[src/rtl/music_sequencer.sv]
// Song note sequencer: walks {select, index} through the music ROM and holds each
// note for duration x TICK_DIV clocks, looping or stopping at the end of the song.
module music_sequencer #(
  parameter int unsigned IDX_W    = 6,
  parameter int unsigned NOTE_W   = 4,
  parameter int unsigned DUR_W    = 4,
  parameter int unsigned TICK_DIV = 12500000,
  parameter bit          LOOP     = 1'b1
) (
  input  logic                    clk,
  input  logic                    reset,
  input  logic [1:0]              select,
  input  logic                    start,
  input  logic                    pause,
  output logic [IDX_W+1:0]        mem_addr,
  input  logic [NOTE_W+DUR_W-1:0] mem_data,
  output logic [NOTE_W-1:0]       note,
  output logic                    playing,
  output logic                    song_end
);

  localparam int unsigned TICK_W = (TICK_DIV > 1) ? $clog2(TICK_DIV) : 1;
  localparam logic [TICK_W-1:0] TICK_LAST = TICK_W'(TICK_DIV - 1);

  typedef enum logic [2:0] {StIdle, StFetch, StLoad, StPlay, StEnd} state_e;

  state_e              state_q, state_d;
  logic [IDX_W-1:0]    index_q, index_d;
  logic [DUR_W-1:0]    dur_q, dur_d;
  logic [TICK_W-1:0]   tick_q, tick_d;
  logic [NOTE_W-1:0]   code_q, code_d;
  logic [NOTE_W-1:0]   note_q, note_d;
  logic                playing_q, playing_d;
  logic                song_end_q, song_end_d;

  logic [NOTE_W-1:0]   word_code;
  logic [DUR_W-1:0]    word_dur;
  logic                last_idx;
  logic                tick_wrap;
  logic                note_done;

  assign word_code = mem_data[NOTE_W+DUR_W-1:DUR_W];
  assign word_dur  = mem_data[DUR_W-1:0];
  assign last_idx  = (index_q == {IDX_W{1'b1}});
  assign tick_wrap = (state_q == StPlay) && !pause && (tick_q == TICK_LAST);
  assign note_done = tick_wrap && (dur_q == DUR_W'(1));

  always_ff @(posedge clk or posedge reset) begin
    if (reset) begin
      state_q    <= StIdle;
      index_q    <= '0;
      dur_q      <= '0;
      tick_q     <= '0;
      code_q     <= '0;
      note_q     <= '0;
      playing_q  <= 1'b0;
      song_end_q <= 1'b0;
    end else begin
      state_q    <= state_d;
      index_q    <= index_d;
      dur_q      <= dur_d;
      tick_q     <= tick_d;
      code_q     <= code_d;
      note_q     <= note_d;
      playing_q  <= playing_d;
      song_end_q <= song_end_d;
    end
  end

  always_comb begin
    state_d = state_q;
    if (start) begin
      state_d = StFetch;
    end else begin
      unique case (state_q)
        StIdle:  state_d = StIdle;
        StFetch: state_d = StLoad;
        StLoad: begin
          if (word_dur == '0) state_d = LOOP ? StFetch : StEnd;
          else                state_d = StPlay;
        end
        StPlay: begin
          if (note_done) state_d = (last_idx && !LOOP) ? StEnd : StFetch;
        end
        StEnd:   state_d = StEnd;
        default: state_d = StIdle;
      endcase
    end
  end

  always_comb begin
    index_d    = index_q;
    dur_d      = dur_q;
    tick_d     = tick_q;
    code_d     = code_q;
    note_d     = note_q;
    playing_d  = playing_q;
    song_end_d = 1'b0;
    if (start) begin
      index_d   = '0;
      tick_d    = '0;
      note_d    = '0;
      playing_d = 1'b0;
    end else begin
      unique case (state_q)
        StLoad: begin
          if (word_dur == '0) begin
            note_d     = '0;
            playing_d  = 1'b0;
            song_end_d = 1'b1;
            index_d    = '0;
          end else begin
            code_d    = word_code;
            note_d    = word_code;
            dur_d     = word_dur;
            tick_d    = '0;
            playing_d = 1'b1;
          end
        end
        StPlay: begin
          if (pause) begin
            note_d    = '0;
            playing_d = 1'b0;
          end else begin
            note_d    = code_q;
            playing_d = 1'b1;
            if (tick_wrap) begin
              tick_d = '0;
              dur_d  = dur_q - DUR_W'(1);
            end else begin
              tick_d = tick_q + TICK_W'(1);
            end
            // Note stays on through FETCH/LOAD; a full index space ends the song.
            if (note_done) begin
              playing_d = 1'b0;
              if (last_idx) begin
                index_d    = '0;
                note_d     = '0;
                song_end_d = 1'b1;
              end else begin
                index_d = index_q + IDX_W'(1);
              end
            end
          end
        end
        StEnd: begin
          note_d    = '0;
          playing_d = 1'b0;
        end
        default: begin
          playing_d = 1'b0;
        end
      endcase
    end
  end

  assign mem_addr = {select, index_q};
  assign note     = note_q;
  assign playing  = playing_q;
  assign song_end = song_end_q;

endmodule

[config.mk]
export PLATFORM = sky130hd
export DESIGN_NAME = music_sequencer
export DESIGN_NICKNAME = d
export VERILOG_FILES = /design/src/rtl/music_sequencer.sv
export SDC_FILE = /design/constraint.sdc
export NUM_CORES = 1
export LEC_CHECK = 0
export CORE_ASPECT_RATIO = 0.9
export CORE_MARGIN = 3
export CORE_UTILIZATION = 51
export DETAILED_ROUTE_END_ITERATION = 12
export HOLD_SLACK_MARGIN = 0.03
export PLACE_DENSITY = 0.83
export REMOVE_ABC_BUFFERS = 1
export SLEW_MARGIN = 20
export SYNTH_ARGS = -nofsm -noshare
export SYNTH_HDL_FRONTEND = slang
export SYNTH_SLANG_ARGS = --single-unit
[constraint.sdc]
create_clock -name clk -period 2 [get_ports clk]
set_input_delay 0.2 -clock clk [delete_from_list [all_inputs] [get_ports clk]]
set_output_delay 0.2 -clock clk [all_outputs]
set_load 0.005 [all_outputs]
* Word level (Yosys, flattened, before mapping)
Index checks and enable logic that the tools add are counted.
** Operators by class
- $add $sub $neg :: 3
- Multiply operators :: 0
- Div/mod/pow operators :: 0
- $lt $le $gt $ge :: 0
- Equal/unequal tests :: 14
- Shift operators :: 0
- Mux-type cells :: 36
- Bitwise operators :: 2
- Reduce and logical (&&, ||, !) cells :: 12
** Operators by type and width (number)
- 24-bit two-way mux :: 4
- 24-bit case mux with 2 select lines :: 1
- 4-bit two-way mux :: 8
- 6-bit two-way mux :: 5
- 24-bit by 1-bit adder with 24-bit output (second input constant) :: 1
- 24-bit == test (second input constant) :: 1
- 3-bit inequality test (second input constant) :: 4
- 3-bit case mux with 4 select lines :: 1
- 4-bit case mux with 3 select lines :: 1
- 6-bit case mux with 2 select lines :: 1
- 1-bit two-way mux :: 9
- 4-bit case mux with 2 select lines :: 1
- 6-bit by 1-bit adder with 6-bit output (second input constant) :: 1
- 3-bit by 2-bit == test with 1-bit output (second input constant) :: 2
- 6-bit == test (second input constant) :: 1
- 3-bit two-way mux :: 2
- 2-bit inequality test (second input constant) :: 3
- 3-bit AND reduction :: 2
- 5-bit AND reduction :: 1
- 4-bit by 1-bit == test with 1-bit output (second input constant) :: 1
- 4-bit zero test :: 1
- 1-bit case mux with 2 select lines :: 2
- 4-bit AND reduction :: 1
- 4-bit nonzero test :: 1
- other kinds (9) :: 12
** Word-level totals
- Register bits :: 47
- Latch bits :: 0
- RAM bits :: 0
- ROM bits :: 0
- Input port bits :: 14
- Output and inout port bits :: 14
- Word-level logic and storage cells :: 75
- Memories :: 0

* Longest topological paths before layout
- Depth in word-level cells :: 8
- Gate-level depth with buffers :: 8
- Gate-level depth less buffers :: 6

* Least setup slack after synthesis
No wires, ideal clock.
- Kind :: register to register
- Start point :: register tick_q[0]
- End point :: register dur_q[1]
- Library setup time :: 0.128 ns
- Arrival :: 1.846 ns
- Data required time :: 1.872 ns
- Setup slack :: 0.026 ns
- Cell stages (with the launch flop) :: 7
- Path buffers :: 0
- Period minus slack after synthesis :: 1.974 ns
- Path through :: dfrtp_1 ha_1 nand4_1 nor4_4 a22oi_1 nor2_1 mux2_1
** On the way
- Longest elaborated chain between the ends :: 4
** Ends and longest elaborated chain
- from (decl) :: line 30 : logic [TICK_W-1:0] tick_q, tick_d;
- from (signal assigned) :: line 62 : tick_q <= tick_d;
- 24-bit == test :: line 45 : assign tick_wrap = (state_q == StPlay) && !pause && (tick_q == TICK_LAST);
- 1-bit logical AND :: line 45
- 2-bit inequality test (no source line)
- 5-bit AND reduction (no source line)
- to (signal assigned) :: line 61 : dur_q <= dur_d;
- to (decl) :: line 29 : logic [DUR_W-1:0] dur_q, dur_d;
No other way between the ends.
A chain may end at the register's enable or synchronous reset.

* Worst setup path after layout
- Start point :: register tick_q[1]
- End point :: register index_q[0]
** On the way
- Longest elaborated chain between the ends :: 5
** Ends and longest elaborated chain
- 24-bit == test :: line 45
- 1-bit logical AND :: line 45
- 1-bit logical AND :: line 46 : assign note_done = tick_wrap && (dur_q == DUR_W'(1));
- 3-bit inequality test (no source line)
- 4-bit AND reduction (no source line)
- to (signal assigned) :: line 60 : index_q <= index_d;
- to (decl) :: line 28 : logic [IDX_W-1:0] index_q, index_d;
No other way between the ends.

==> flow_summary.yaml <==
run_status:
  status: "completed"
layout:
  fin_nets: 352
  num_antenna_cells: 0
  drive_gt1_frac: 0.206
  syn2layout_area_growth_pct: 26.1
  final_util: 0.680
  final_cells: 400
  fin_area_um2: 3350
setup_path:
  critPathSlowestCell: "or4_1"
  r2r-start: "tick_q[1]"
  critPathBufInv: 1
  crit_fanout: 4
  critPathTopFamily: "simple AND/OR/NAND/NOR gates"
  slowest_delay_ns: 0.44
  r2r_cells: 7
  worstSetupStartpointType: "register"
  rrSetupSlack_ns: 0.05
  end_kind: "register"
  critical_path_arrival_ns: 2.21
  worstPathRequired_ns: 2.26
  r2r_end: "index_q[0]"
  cp_num_cells: 7
  setup.worst_path.class: "register to register"
  cp_cell_sequence: "ha_1 > nand4_1 > nor4_4 > buf_4 > nand3_4 > or4_1 > a21oi_2"
timing:
  setup_tns_ns: 0
  holdWs_ns: 0.242
  timing.final.ws_setup_ns: 0.0507
  final-hold-violation-count: 0
  slew_viol_final: 0
  skew_ns: 0.0107
  setup_viol: 0
  fin_crit_ns: 1.95
  max_clock_freq_mhz: 513
  relSlewSlack: 0.559
  worst_pin_slew_ns: 0.658
  fin_crit_sh: 0.975
synth:
  synth.ff_latch_count: 47
  post-synth-top-area-cell: "dfrtp_1"
  syn_area_um2: 2660
  avgSynthCellArea_um2: 9.59
  synth_top_area_share: 0.443
  synth_edf_count: 0
  async_flop_share: 1.00
  synthFlopType: "dfrtp_1"
  seq_area_frac_synth: 0.443
  synth.distinct_cells: 59
  ys_warn_count: 0
  synthTopCellsByArea: "dfrtp_1 44%, nand3_1 5.3%, nor2_1 4.1%"
  syn_inst: 277
floorplanning:
  dieWidth_um: 82.1
  die_area_um2: 6110
  start_util: 0.539
  boundaryPins: 28
  core_um2: 4920
  rows: 24
  die_y_um: 74.5
cts:
  cts_sinks: 47
  tritoncts: "yes"
  cts_root_buf: "clkbuf_8"
  post_cts_buffers: 0
  cts_hold_buf: 0
  numCtsBuffers: 5
  clk_pin_slew_ns: 0.09
  clock_latency_ns: 0.32
  cts-htree-levels: 2
  clock_path_buffers: 2
power:
  power_density_nw_per_um2: 579
  total_power_mw: 1.94
  ir_drop_mv: 0.398
  p_leak_nw: 1.44
min_path:
  hp-class: "input port to async pin"
global_routing:
  antenna_found_initial: 0
  grt-ovfl-total: 0
  grt_max_degree: 28
  grt_pass1_vias: 2201
  grt_pass1_wl_um: 9940
  grt_usage: 0.211
detailed_routing:
  routed_wirelength_um: 6170
  drc_errors: 0
  ant_nets: 0
  vias: 2304
  wire_per_inst_um: 15.4
  firstDrtPassIters: 4
  vias_per_cell: 5.76
  drtIter0Drc: 153
placed_design:
  placed_cells_incl_taps: 392
  dpl.hpwl_um: 4540
  io_buffers: 23
  post-place-ws_ns: -0.195
  place.gp.congestion: 0.882
  placed_cell_area_um2: 3210
flow_run:
  maxCapViolations: 0
==> cell families after synthesis <==
family / Yosys count / share of synthesized area
compound gates: 45 / 0.131
flops: 47 / 0.443
simple gates: 141 / 0.309
buf+inv: 23 / 0.0410
mux: 2 / 0.00801
xor+xnor: 15 / 0.0495
fa+ha+maj: 4 / 0.0189
==> power breakdown <==
| group | total (mW) | switching, mW | internal (mW) |
|---|---|---|---|
| registers | 1.05 | 0.0477 | 1.01 |
| logic | 0.308 | 0.158 | 0.149 |
| clock network | 0.576 | 0.332 | 0.245 |
| total | 1.94 | 0.538 | 1.40 |
==> cell usage after synthesis, drive strengths merged, types with 3 or more instances <==
library cell and count:
a21o 4, nand3 29, nand2b 3, a211oi 4, ha 4, a31oi 3
clkbuf 4, nor3b 3, dfrtp 47, xnor2 8, and3 10, inv 9
or4 4, a221o 4, xor2 7, a22oi 3, nor4b 3, a21oi 9
nor3 12, o21ai 7, nand2 19, nand4 8, nor4 7, nor2 30
buf 10
==> sequential cells by signal, indices dropped and copies added (netlist names) <==
register,count
code_q,4
dur_q,4
index_q,6
note,4
playing,1
song_end,1
state_q,3
tick_q,24
==> metal layers <==
layer,wire [um],part of all wire,vias to the layer above,global-route usage
li1,-,-,1128,-
met1,2990,0.48,1122,0.294
met2,2870,0.46,45,0.326
met3,220,0.036,9,0.0363
met4,94,0.015,0,0.0904
met5,0,0,-,0
==> how the worst max path moves through the flow <==
stage / from / to
2_1_floorplan: tick_q[0] / tick_q[11]
3_3_place_gp: mem_data[0] / tick_q[11]
3_5_place_dp: mem_data[0] / tick_q[15]
4_1_cts: tick_q[1] / tick_q[18]
5_1_grt: tick_q[5] / index_q[0]
6_report: tick_q[1] / index_q[0]
==> final cells by class <==
cell class / instances / area [um2]
fill: 385 / 1580
multi-input combinational: 207 / 1420
sequential: 47 / 1180
timing repair buffer: 64 / 551
tap: 65 / 81.3
clock buffer: 6 / 72.6
inverter: 9 / 33.8
clock inverter: 2 / 12.5
==> cell usage in the layout, fill, tap and decap left out, types with 3 or more instances in the layout <==
cell type        Yosys  final
a21o_1               4      4
a21oi_1              9      8
a221o_1              4      4
a22oi_1              3      3
a31oi_1              3      3
and3_1               9      9
buf_4                4     40
clkbuf_8             0      5
clkdlybuf4s50_1      0     23
dfrtp_1             47     47
ha_1                 4      4
inv_1                9      8
nand2_1             18     18
nand2b_1             3      3
nand3_1             28     28
nand4_1              8      8
nor2_1              29     29
nor3_1              12     12
nor4_1               4      4
nor4_4               2      3
o21ai_0              4      4
o21ai_1              3      3
or4_1                3      3
xnor2_1              8      8
xor2_1               7      7
==> timing repair <==
item | 4_1_cts | 5_1_grt
endpoints found under the setup margin | 17 | 33
gates resized for setup | 1 | 8
pin swaps | 0 | 1
Note: power is estimated with default switching activity, not from simulation.
